File: src/rtl/ss_copy_ctrl_pkg.sv
// ----------------------------------------------------------------------------
// ss_copy_ctrl_pkg
// Shared definitions for the cartridge memory port sequencer: bus widths
// and the copy engine state type.
// No ports (package).
// ----------------------------------------------------------------------------
package ss_copy_ctrl_pkg;

   localparam int MEM_AW = 23;
   localparam int MEM_DW = 16;

   typedef enum logic [1:0] {
      IDLE,
      RD,
      WR,
      FIN
   } ss_copy_st_t;

endpackage

File: src/rtl/ss_copy_mux.sv
// ----------------------------------------------------------------------------
// ss_copy_mux
// Combinational port select for the shared cartridge memory bus. The CPU
// owns the bus whenever cpu_req is high; otherwise the copy engine drives it.
// Ports:
//   cpu_req             CPU cart access in progress (selects the CPU side)
//   cpu_oe/we_lo/we_hi  CPU strobes, gated by cpu_req
//   cpu_addr, cpu_dati  CPU address / write data
//   seq_oe, seq_we      engine read / write strobes (write drives both bytes)
//   seq_addr, seq_dati  engine address / write data
//   mem_*               resulting memory bus
// ----------------------------------------------------------------------------
module ss_copy_mux
   import ss_copy_ctrl_pkg::*;
(
   input  logic              cpu_req,
   input  logic              cpu_oe,
   input  logic              cpu_we_lo,
   input  logic              cpu_we_hi,
   input  logic [MEM_AW-1:0] cpu_addr,
   input  logic [MEM_DW-1:0] cpu_dati,
   input  logic              seq_oe,
   input  logic              seq_we,
   input  logic [MEM_AW-1:0] seq_addr,
   input  logic [MEM_DW-1:0] seq_dati,
   output logic [MEM_AW-1:0] mem_addr,
   output logic [MEM_DW-1:0] mem_dati,
   output logic              mem_oe,
   output logic              mem_we_lo,
   output logic              mem_we_hi
);

   // CPU has absolute priority and sees zero added latency.
   always_comb begin
      if (cpu_req) begin
         mem_addr  = cpu_addr;
         mem_dati  = cpu_dati;
         mem_oe    = cpu_oe;
         mem_we_lo = cpu_we_lo;
         mem_we_hi = cpu_we_hi;
      end else begin
         mem_addr  = seq_addr;
         mem_dati  = seq_dati;
         mem_oe    = seq_oe;
         mem_we_lo = seq_we;
         mem_we_hi = seq_we;
      end
   end

endmodule

File: src/rtl/ss_copy_ctrl.sv
// ----------------------------------------------------------------------------
// ss_copy_ctrl
// Sequencer/arbiter for the cartridge memory port shared by CPU accesses and
// a save-state copy engine. The engine copies LEN words SRC->DST using only
// the cycles in which the CPU is not requesting the bus.
// Optional feature macro: SS_COPY_SUM_EN adds eng_sum, a 16-bit running sum
// of the copied words.
// Ports:
//   clk, rst_n            clock, asynchronous active-low reset
//   cpu_req/oe/we_lo/we_hi, cpu_addr, cpu_dati   CPU side (mapper decoded)
//   cpu_dato              read data back to the mapper (= mem_dato)
//   eng_start             1-cycle launch pulse
//   eng_src/dst/len       copy source, destination and word count
//   eng_busy, eng_done    copy in progress / 1-cycle completion pulse
//   eng_sum               (SS_COPY_SUM_EN only) sum of copied words
//   mem_addr/dati/oe/we_lo/we_hi, mem_dato       memory bus
// ----------------------------------------------------------------------------
module ss_copy_ctrl
   import ss_copy_ctrl_pkg::*;
#(
   parameter int MEM_LAT = 2,
   parameter int WE_CYC  = 2,
   parameter int LEN_W   = 19
) (
   input  logic              clk,
   input  logic              rst_n,
   input  logic              cpu_req,
   input  logic              cpu_oe,
   input  logic              cpu_we_lo,
   input  logic              cpu_we_hi,
   input  logic [MEM_AW-1:0] cpu_addr,
   input  logic [MEM_DW-1:0] cpu_dati,
   output logic [MEM_DW-1:0] cpu_dato,
   input  logic              eng_start,
   input  logic [MEM_AW-1:0] eng_src,
   input  logic [MEM_AW-1:0] eng_dst,
   input  logic [LEN_W-1:0]  eng_len,
   output logic              eng_busy,
   output logic              eng_done,
   output logic [MEM_AW-1:0] mem_addr,
   output logic [MEM_DW-1:0] mem_dati,
   input  logic [MEM_DW-1:0] mem_dato,
   output logic              mem_oe,
   output logic              mem_we_lo,
   output logic              mem_we_hi
`ifdef SS_COPY_SUM_EN
   ,
   output logic [MEM_DW-1:0] eng_sum
`endif
);

   localparam int PH_MAX = (MEM_LAT > WE_CYC) ? MEM_LAT : WE_CYC;
   localparam int PH_W   = (PH_MAX > 1) ? $clog2(PH_MAX) : 1;
   localparam logic [PH_W-1:0] RD_LAST = PH_W'(MEM_LAT - 1);
   localparam logic [PH_W-1:0] WR_LAST = PH_W'(WE_CYC - 1);

   ss_copy_st_t       state;
   ss_copy_st_t       state_nx;
   logic [PH_W-1:0]   phase;
   logic [PH_W-1:0]   phase_nx;
   logic [MEM_AW-1:0] src;
   logic [MEM_AW-1:0] dst;
   logic [LEN_W-1:0]  len;
   logic [MEM_DW-1:0] data;
   logic              zero_done;
   logic              load;
   logic              zero_start;
   logic              cap;
   logic              adv;
   logic              seq_oe;
   logic              seq_we;
   logic [MEM_AW-1:0] seq_addr;

   assign cpu_dato = mem_dato;

   // State and phase counter register. Phase counts consecutive cycles the
   // engine has actually owned the bus within the current RD or WR.
   always_ff @(posedge clk or negedge rst_n) begin
      if (!rst_n) begin
         state <= IDLE;
         phase <= '0;
      end else begin
         state <= state_nx;
         phase <= phase_nx;
      end
   end

   // Next state, datapath controls and engine-side bus requests. Any CPU
   // cycle during RD/WR drops the phase back to 0, so an interrupted read is
   // never captured and an interrupted write is reissued in full.
   always_comb begin
      state_nx   = state;
      phase_nx   = phase;
      load       = 1'b0;
      zero_start = 1'b0;
      cap        = 1'b0;
      adv        = 1'b0;
      seq_oe     = 1'b0;
      seq_we     = 1'b0;
      seq_addr   = src;
      eng_busy   = 1'b0;
      eng_done   = zero_done;
      case (state)
         IDLE: begin
            if (eng_start) begin
               if (eng_len != '0) begin
                  load     = 1'b1;
                  phase_nx = '0;
                  state_nx = RD;
               end else begin
                  zero_start = 1'b1;
               end
            end
         end
         RD: begin
            eng_busy = 1'b1;
            seq_oe   = 1'b1;
            seq_addr = src;
            if (cpu_req) begin
               phase_nx = '0;
            end else if (phase == RD_LAST) begin
               cap      = 1'b1;
               phase_nx = '0;
               state_nx = WR;
            end else begin
               phase_nx = phase + 1'b1;
            end
         end
         WR: begin
            eng_busy = 1'b1;
            seq_we   = 1'b1;
            seq_addr = dst;
            if (cpu_req) begin
               phase_nx = '0;
            end else if (phase == WR_LAST) begin
               adv      = 1'b1;
               phase_nx = '0;
               state_nx = (len == LEN_W'(1)) ? FIN : RD;
            end else begin
               phase_nx = phase + 1'b1;
            end
         end
         FIN: begin
            eng_done = 1'b1;
            state_nx = IDLE;
         end
         default: begin
            state_nx = IDLE;
         end
      endcase
   end

   // Copy datapath: address/count registers, the word in flight, and the
   // one-cycle-late done pulse for a zero-length request.
   always_ff @(posedge clk or negedge rst_n) begin
      if (!rst_n) begin
         src       <= '0;
         dst       <= '0;
         len       <= '0;
         data      <= '0;
         zero_done <= 1'b0;
      end else begin
         zero_done <= zero_start;
         if (load) begin
            src <= eng_src;
            dst <= eng_dst;
            len <= eng_len;
         end
         if (cap) begin
            data <= mem_dato;
         end
         if (adv) begin
            src <= src + 1'b1;
            dst <= dst + 1'b1;
            len <= len - 1'b1;
         end
      end
   end

`ifdef SS_COPY_SUM_EN
   logic [MEM_DW-1:0] sum_q;

   assign eng_sum = sum_q;

   // Running checksum of completed word writes, restarted by each accepted
   // launch (a zero-length launch leaves it at 0).
   always_ff @(posedge clk or negedge rst_n) begin
      if (!rst_n) begin
         sum_q <= '0;
      end else if (load || zero_start) begin
         sum_q <= '0;
      end else if (adv) begin
         sum_q <= sum_q + data;
      end
   end
`endif

   ss_copy_mux u_mux (
      .cpu_req   (cpu_req),
      .cpu_oe    (cpu_oe),
      .cpu_we_lo (cpu_we_lo),
      .cpu_we_hi (cpu_we_hi),
      .cpu_addr  (cpu_addr),
      .cpu_dati  (cpu_dati),
      .seq_oe    (seq_oe),
      .seq_we    (seq_we),
      .seq_addr  (seq_addr),
      .seq_dati  (data),
      .mem_addr  (mem_addr),
      .mem_dati  (mem_dati),
      .mem_oe    (mem_oe),
      .mem_we_lo (mem_we_lo),
      .mem_we_hi (mem_we_hi)
   );

endmodule

File: config.mk
export PLATFORM = sky130hd
export DESIGN_NAME = ss_copy_ctrl
export DESIGN_NICKNAME = d
export VERILOG_FILES = /design/src/rtl/ss_copy_ctrl_pkg.sv /design/src/rtl/ss_copy_mux.sv /design/src/rtl/ss_copy_ctrl.sv
export SDC_FILE = /design/constraint.sdc
export NUM_CORES = 1
export LEC_CHECK = 0
export ABC_AREA = 1
export BUFFER_PORTS_ARGS = -buffer_cell sky130_fd_sc_hd__buf_4
export CAP_MARGIN = 30
export CORE_MARGIN = 2
export CORE_UTILIZATION = 58
export DETAILED_ROUTE_END_ITERATION = 8
export GPL_TIMING_DRIVEN = 0
export PLACE_DENSITY_LB_ADDON = 0.12
export SLEW_MARGIN = 20
export SYNTH_ARGS = -nofsm -noshare
export SYNTH_HDL_FRONTEND = slang
export SYNTH_SLANG_ARGS = --single-unit
File: constraint.sdc
create_clock -name clk -period 2.89 [get_ports clk]
set_input_delay 0.578 -clock clk [delete_from_list [all_inputs] [get_ports clk]]
set_output_delay 0.578 -clock clk [all_outputs]
set_load 0.05 [all_outputs]
## After elaboration in Yosys (flattened, before gate mapping)

Cells that the tools add are included.

| word-level totals | value |
|---|---|
| RAM bits | 0 |
| bits in latches | 0 |
| memory bits (read-only) | 0 |
| memories kept | 0 |
| register bits | 85 |
| output and inout port bits | 60 |

| cells by class | value |
|---|---|
| bitwise operators | 0 |
| equal/unequal tests | 10 |
| shift operators | 0 |
| $add $sub $neg | 4 |
| magnitude comparators | 0 |
| reduce and logical (&&, ||, !) cells | 7 |
| divide/modulo/power cells | 0 |
| multiplexer cells | 39 |
| multipliers | 0 |

Operators with widths:

| cell | number |
|---|---|
| $mux W23 | 6 |
| $add A23 B1 Y23 const B | 2 |
| $mux W19 | 2 |
| $mux W1 | 21 |
| $eq A19 B1 Y1 const B | 1 |
| $reduce_bool A19 Y1 | 1 |
| $sub A19 B1 Y19 const B | 1 |
| $mux W16 | 1 |
| $mux W2 | 7 |
| $ne A2 B2 Y1 const B | 6 |
| $pmux W2 S4 | 1 |
| $reduce_and A6 Y1 | 1 |
| $eq A2 B2 Y1 const B | 2 |
| $reduce_bool A2 Y1 | 2 |
| $reduce_and A3 Y1 | 1 |
| $eq A2 B1 Y1 const B | 1 |
| $logic_not A2 Y1 | 1 |
| $pmux W1 S2 | 1 |
| $reduce_or A2 Y1 | 1 |
| $add A1 B1 Y1 const B | 1 |

## Depth between registers and ports, before layout

| depth | value |
|---|---|
| depth in word-level cells | 6 |
| gate-level depth with buffers | 11 |
| gate-level depth less buffers | 11 |

## Hierarchy

A second synthesis with hierarchy kept.

| unflattened totals | value |
|---|---|
| cells, all modules | 1047 |
| area, all modules | 6739.0 µm² |

By module, submodules not included:

| module | area each (µm²) | cells an instance | times used | seq. area each (µm²) |
|---|---|---|---|---|
| ss_copy_ctrl | 6100.9 | 912 | 1 | 2127.0 |
| ss_copy_mux | 638.1 | 135 | 1 | 0.0 |

## Least setup slack after synthesis

Ideal clock, no wire load.

| path | value |
|---|---|
| path kind | input to output |
| from | input port cpu_req |
| to | output port mem_addr[0] |
| path buffers | 1 |
| stages | 4 |
| data arrival time | 2.137 ns |
| slack | 0.175 ns |
| path through | inv_1 clkbuf_1 o21ai_0 o21ai_0 |

| between the ends | value |
|---|---|
| cells in the longest elaborated chain, start to end | 1 |

RTL lines:

| element | line | source |
|---|---|---|
| from (decl) | ss_copy_ctrl.sv:27 | `input logic cpu_req,` |
| $mux W23 | ss_copy_mux.sv:35 | `if (cpu_req) begin` |
| to (decl) | ss_copy_ctrl.sv:40 | `output logic [MEM_AW-1:0] mem_addr,` |

No other way between the ends.

## Worst setup path in the final report

| path | value |
|---|---|
| from | register state[0] |
| to | output port mem_addr[15] |

| between the ends | value |
|---|---|
| cells in the longest elaborated chain, start to end | 3 |

RTL lines:

| element | line | source |
|---|---|---|
| from (decl) | ss_copy_ctrl.sv:57 | `ss_copy_st_t state;` |
| from (signal assigned) | ss_copy_ctrl.sv:83 | `state <= state_nx;` |
| $eq A2 B2 Y1 | ss_copy_ctrl.sv:103 | `case (state)` |
| $mux W23 | ss_copy_ctrl.sv:103 |  |
| $mux W23 | ss_copy_mux.sv:35 |  |

No other way between the ends.

==> qor.yml <==
clock_network:
  cts_made_buffers: 9
  cts_tree: "yes"
  numClockSinks: 85
  cts_buffer_depth: 2
  clkLatencyLatePin_ns: 0.35
  cts_max_level: 3
  cts_setup_buffers: 0
  clockRootBuffer: "clkbuf_16"
  path_clk_slew_ns: 0.06
synthesis:
  synth-warning-count: 0
  synth-edff-count: 0
  yosys-mux-area-fraction_pct: 2.40
  synth_xor_xnor_area_share_pct: 0.799
  syn_nets: 1152
  syn_inst: 1016
  synth_fa_ha_area_share_pct: 1.71
  ys_types: 39
  synth_area_per_cell_um2: 6.48
  synth.ff_latch_count: 85
  yosys.area_share.simple_pct: 44.1
  postSynth.asyncResetShare_pct: 100
  netlist_area_mm2: 0.00658
  synth_compound_area_share_pct: 9.40
  ys_seq_area_share_pct: 32.3
  synth_top_family_by_area: "simple AND/OR/NAND/NOR gates"
  ys.flop_type: "dfrtp_1"
power_and_ir_drop:
  p_clk_share_pct: 15.9
  p_int_w: 0.00387
  ir_worst_vdd_uv: 561
  power.density_mw_per_mm2: 903
  p_switching_w: 0.00379
  switching_share_pct: 49.5
  p_comb_share_pct: 51.8
  seq_power_share_pct: 32.3
  cellLeakagePower_nw: 4.27
job:
  cap_violations: 0
placement:
  placed_cells: 1343
  dp_hpwl_um: 17500
  globalplace.congestion: 0.949
  numPortBuffers: 186
finish:
  fillers: 898
  antenna_cells: 0
  finalNetCount: 1350
  instances_no_fill: 1358
  final_common_cell: "nand2_1"
  drive_above_1_share_pct: 24.8
  fin_util_pct: 77.6
  final_cell_mix: "nand2_1, buf_4, nand3_1"
  area_growth_syn_to_layout_pct: 28.9
global_routing:
  grt_pass1_vias: 7862
  grt_antenna_before_repair: 0
  grt_pass1_wl_um: 38000
  grt_max_degree: 45
  grt_overflow: 0
  grt_usage_pct: 38.7
worst_setup_path:
  reg2reg_to: "src[19]"
  required_ns: 2.31
  startpoint_type: "flop"
  cp_data_arrival_time_ns: 2.18
  regToRegSetupSlack_ns: 0.61
  setup.worst_path.class: "flop to primary output"
  end_kind: "primary output"
  rr_startpoint: "state[0]"
  worstPathMaxFanout: 10
  r2r.worst_path.cells: 10
min_path:
  holdCritPathClass: "input port to async pin"
timing:
  min_period_ns: 2.76
  setup_tns_ns: 0
  hold_viol: 0
  max_clock_freq_mhz: 363
  timing.final.crit_share_pct: 95.4
  finClkSkew_ns: 0.00482
  final_max_slew_viol_count: 0
  grt_setup_unrepaired: "no"
  slew_headroom_pct: 55.3
  worstMarginPinSlew_ns: 0.671
  holdWs_ns: 0.252
  finalSetupViolCount: 0
route:
  dr.pass1.iters: 5
  antenna_left: 0
  via_count: 7917
  top_layer_used: "met4"
  wl_um: 23600
  wl_met2_um: 11500
  wl_met3_um: 2240
  via_per_inst: 5.83
  wl_met1_um: 8680
  drc_errors: 0
  drt-initial-drc-count: 928
  wl_per_cell_um: 17.4
floorplanning:
  die_h_um: 111
  die_w_um: 111
  initial_core_util_pct: 60.2
  die_area_mm2: 0.0122
  ioPinCount: 187
  fp.coreArea_mm2: 0.0109
  rows: 38
run_status:
  status: "complete, no violations"
-- cells by family after synthesis --
kind of cell / after synthesis
mux: 14
buf+inv: 124
fa+ha+maj: 9
flops: 85
xor+xnor: 6
compound gates: 111
simple gates: 667
-- per-stage QoR --
step | instance area (µm²) | setup WS [ns] | power (W)
after floorplan | 6580 | 0.175 | 0.00508
after global placement | 8150 | 0.252 | 0.00620
after detailed placement | 8180 | 0.214 | 0.00632
after CTS | 8480 | 0.0503 | 0.00756
after global routing | 8480 | 0.00410 | 0.00814
final | 8480 | 0.132 | 0.00766
-- critical path, stage by stage, from the launching register on --
cell and delay (ns):
dfrtp_1 0.42, inv_1 0.13, ha_1 0.15, buf_4 0.18, clkbuf_1 0.40, a21oi_1 0.16, a21oi_1 0.16, buf_4 0.22
-- how the worst max path moves through the flow --
stage | from | to | slack, ns | cells after the start
6_report | state[0] | mem_addr[15] | 0.13 | 7
5_1_grt | state[0] | mem_addr[15] | 0.004 | 7
4_1_cts | state[0] | mem_addr[8] | 0.05 | 8
3_5_place_dp | cpu_req | mem_addr[20] | 0.21 | 7
3_3_place_gp | cpu_req | mem_addr[18] | 0.25 | 7
2_1_floorplan | cpu_req | mem_addr[0] | 0.18 | 4
-- flip-flops by register name, summed over array words and instances, names as in the netlist --
register and count:
data 16, dst 23, len 19, phase 1
src 23, state 2, zero_done 1
-- cell usage after synthesis, types with 5 or more instances --
cell type	n	area (µm²)
clkbuf_1	14	52.6
inv_1	61	229
xor2_1	5	43.8
o21ai_2	9	78.8
buf_4	20	150
o21ai_1	5	25.0
nand4_1	18	113
nand3_1	141	706
nand2_1	341	1280
or2_2	15	93.8
nor3_1	6	30.0
nand3b_1	11	82.6
o21bai_1	5	37.5
nor2_1	119	447
buf_6	5	56.3
mux2_2	14	158
o21a_1	5	37.5
a21oi_1	51	255
buf_2	19	95.1
dfrtp_1	85	2130
o21ai_0	34	170
ha_1	9	113
-- power by group through the flow --
stage / Clock [W] / Combinational, W / Sequential (W)
CTS: 0.00121 / 0.00392 / 0.00243
detailed placement: 0 / 0.00388 / 0.00244
global placement: 0 / 0.00377 / 0.00242
floorplan: 0 / 0.00285 / 0.00223
finish: 0.00122 / 0.00397 / 0.00247
global route: 0.00126 / 0.00433 / 0.00254
-- metal layers --
metal	up-vias	global-route usage [%]
li1	3703	-
met2	487	65.0
met5	-	0
met3	101	6.09
met4	0	23.3
met1	3626	46.8
-- final cells by class --
cell class	count	area [µm²]	area share, %
inverter	65	249	2.94
buffer	59	362	4.26
tap	140	175	2.06
clock buffer	12	256	3.02
multi-input combinational	807	3840	45.3
clock inverter	3	45.0	0.531
timing repair buffer	187	1420	16.8
sequential	85	2130	25.1
-- timing repair --
item                       in CTS  in global routing
hold buffers                    0                  0
setup endpoints to repair       0                 20
gates resized for setup         0                  6
Note: power is estimated with default switching activity, not from simulation.
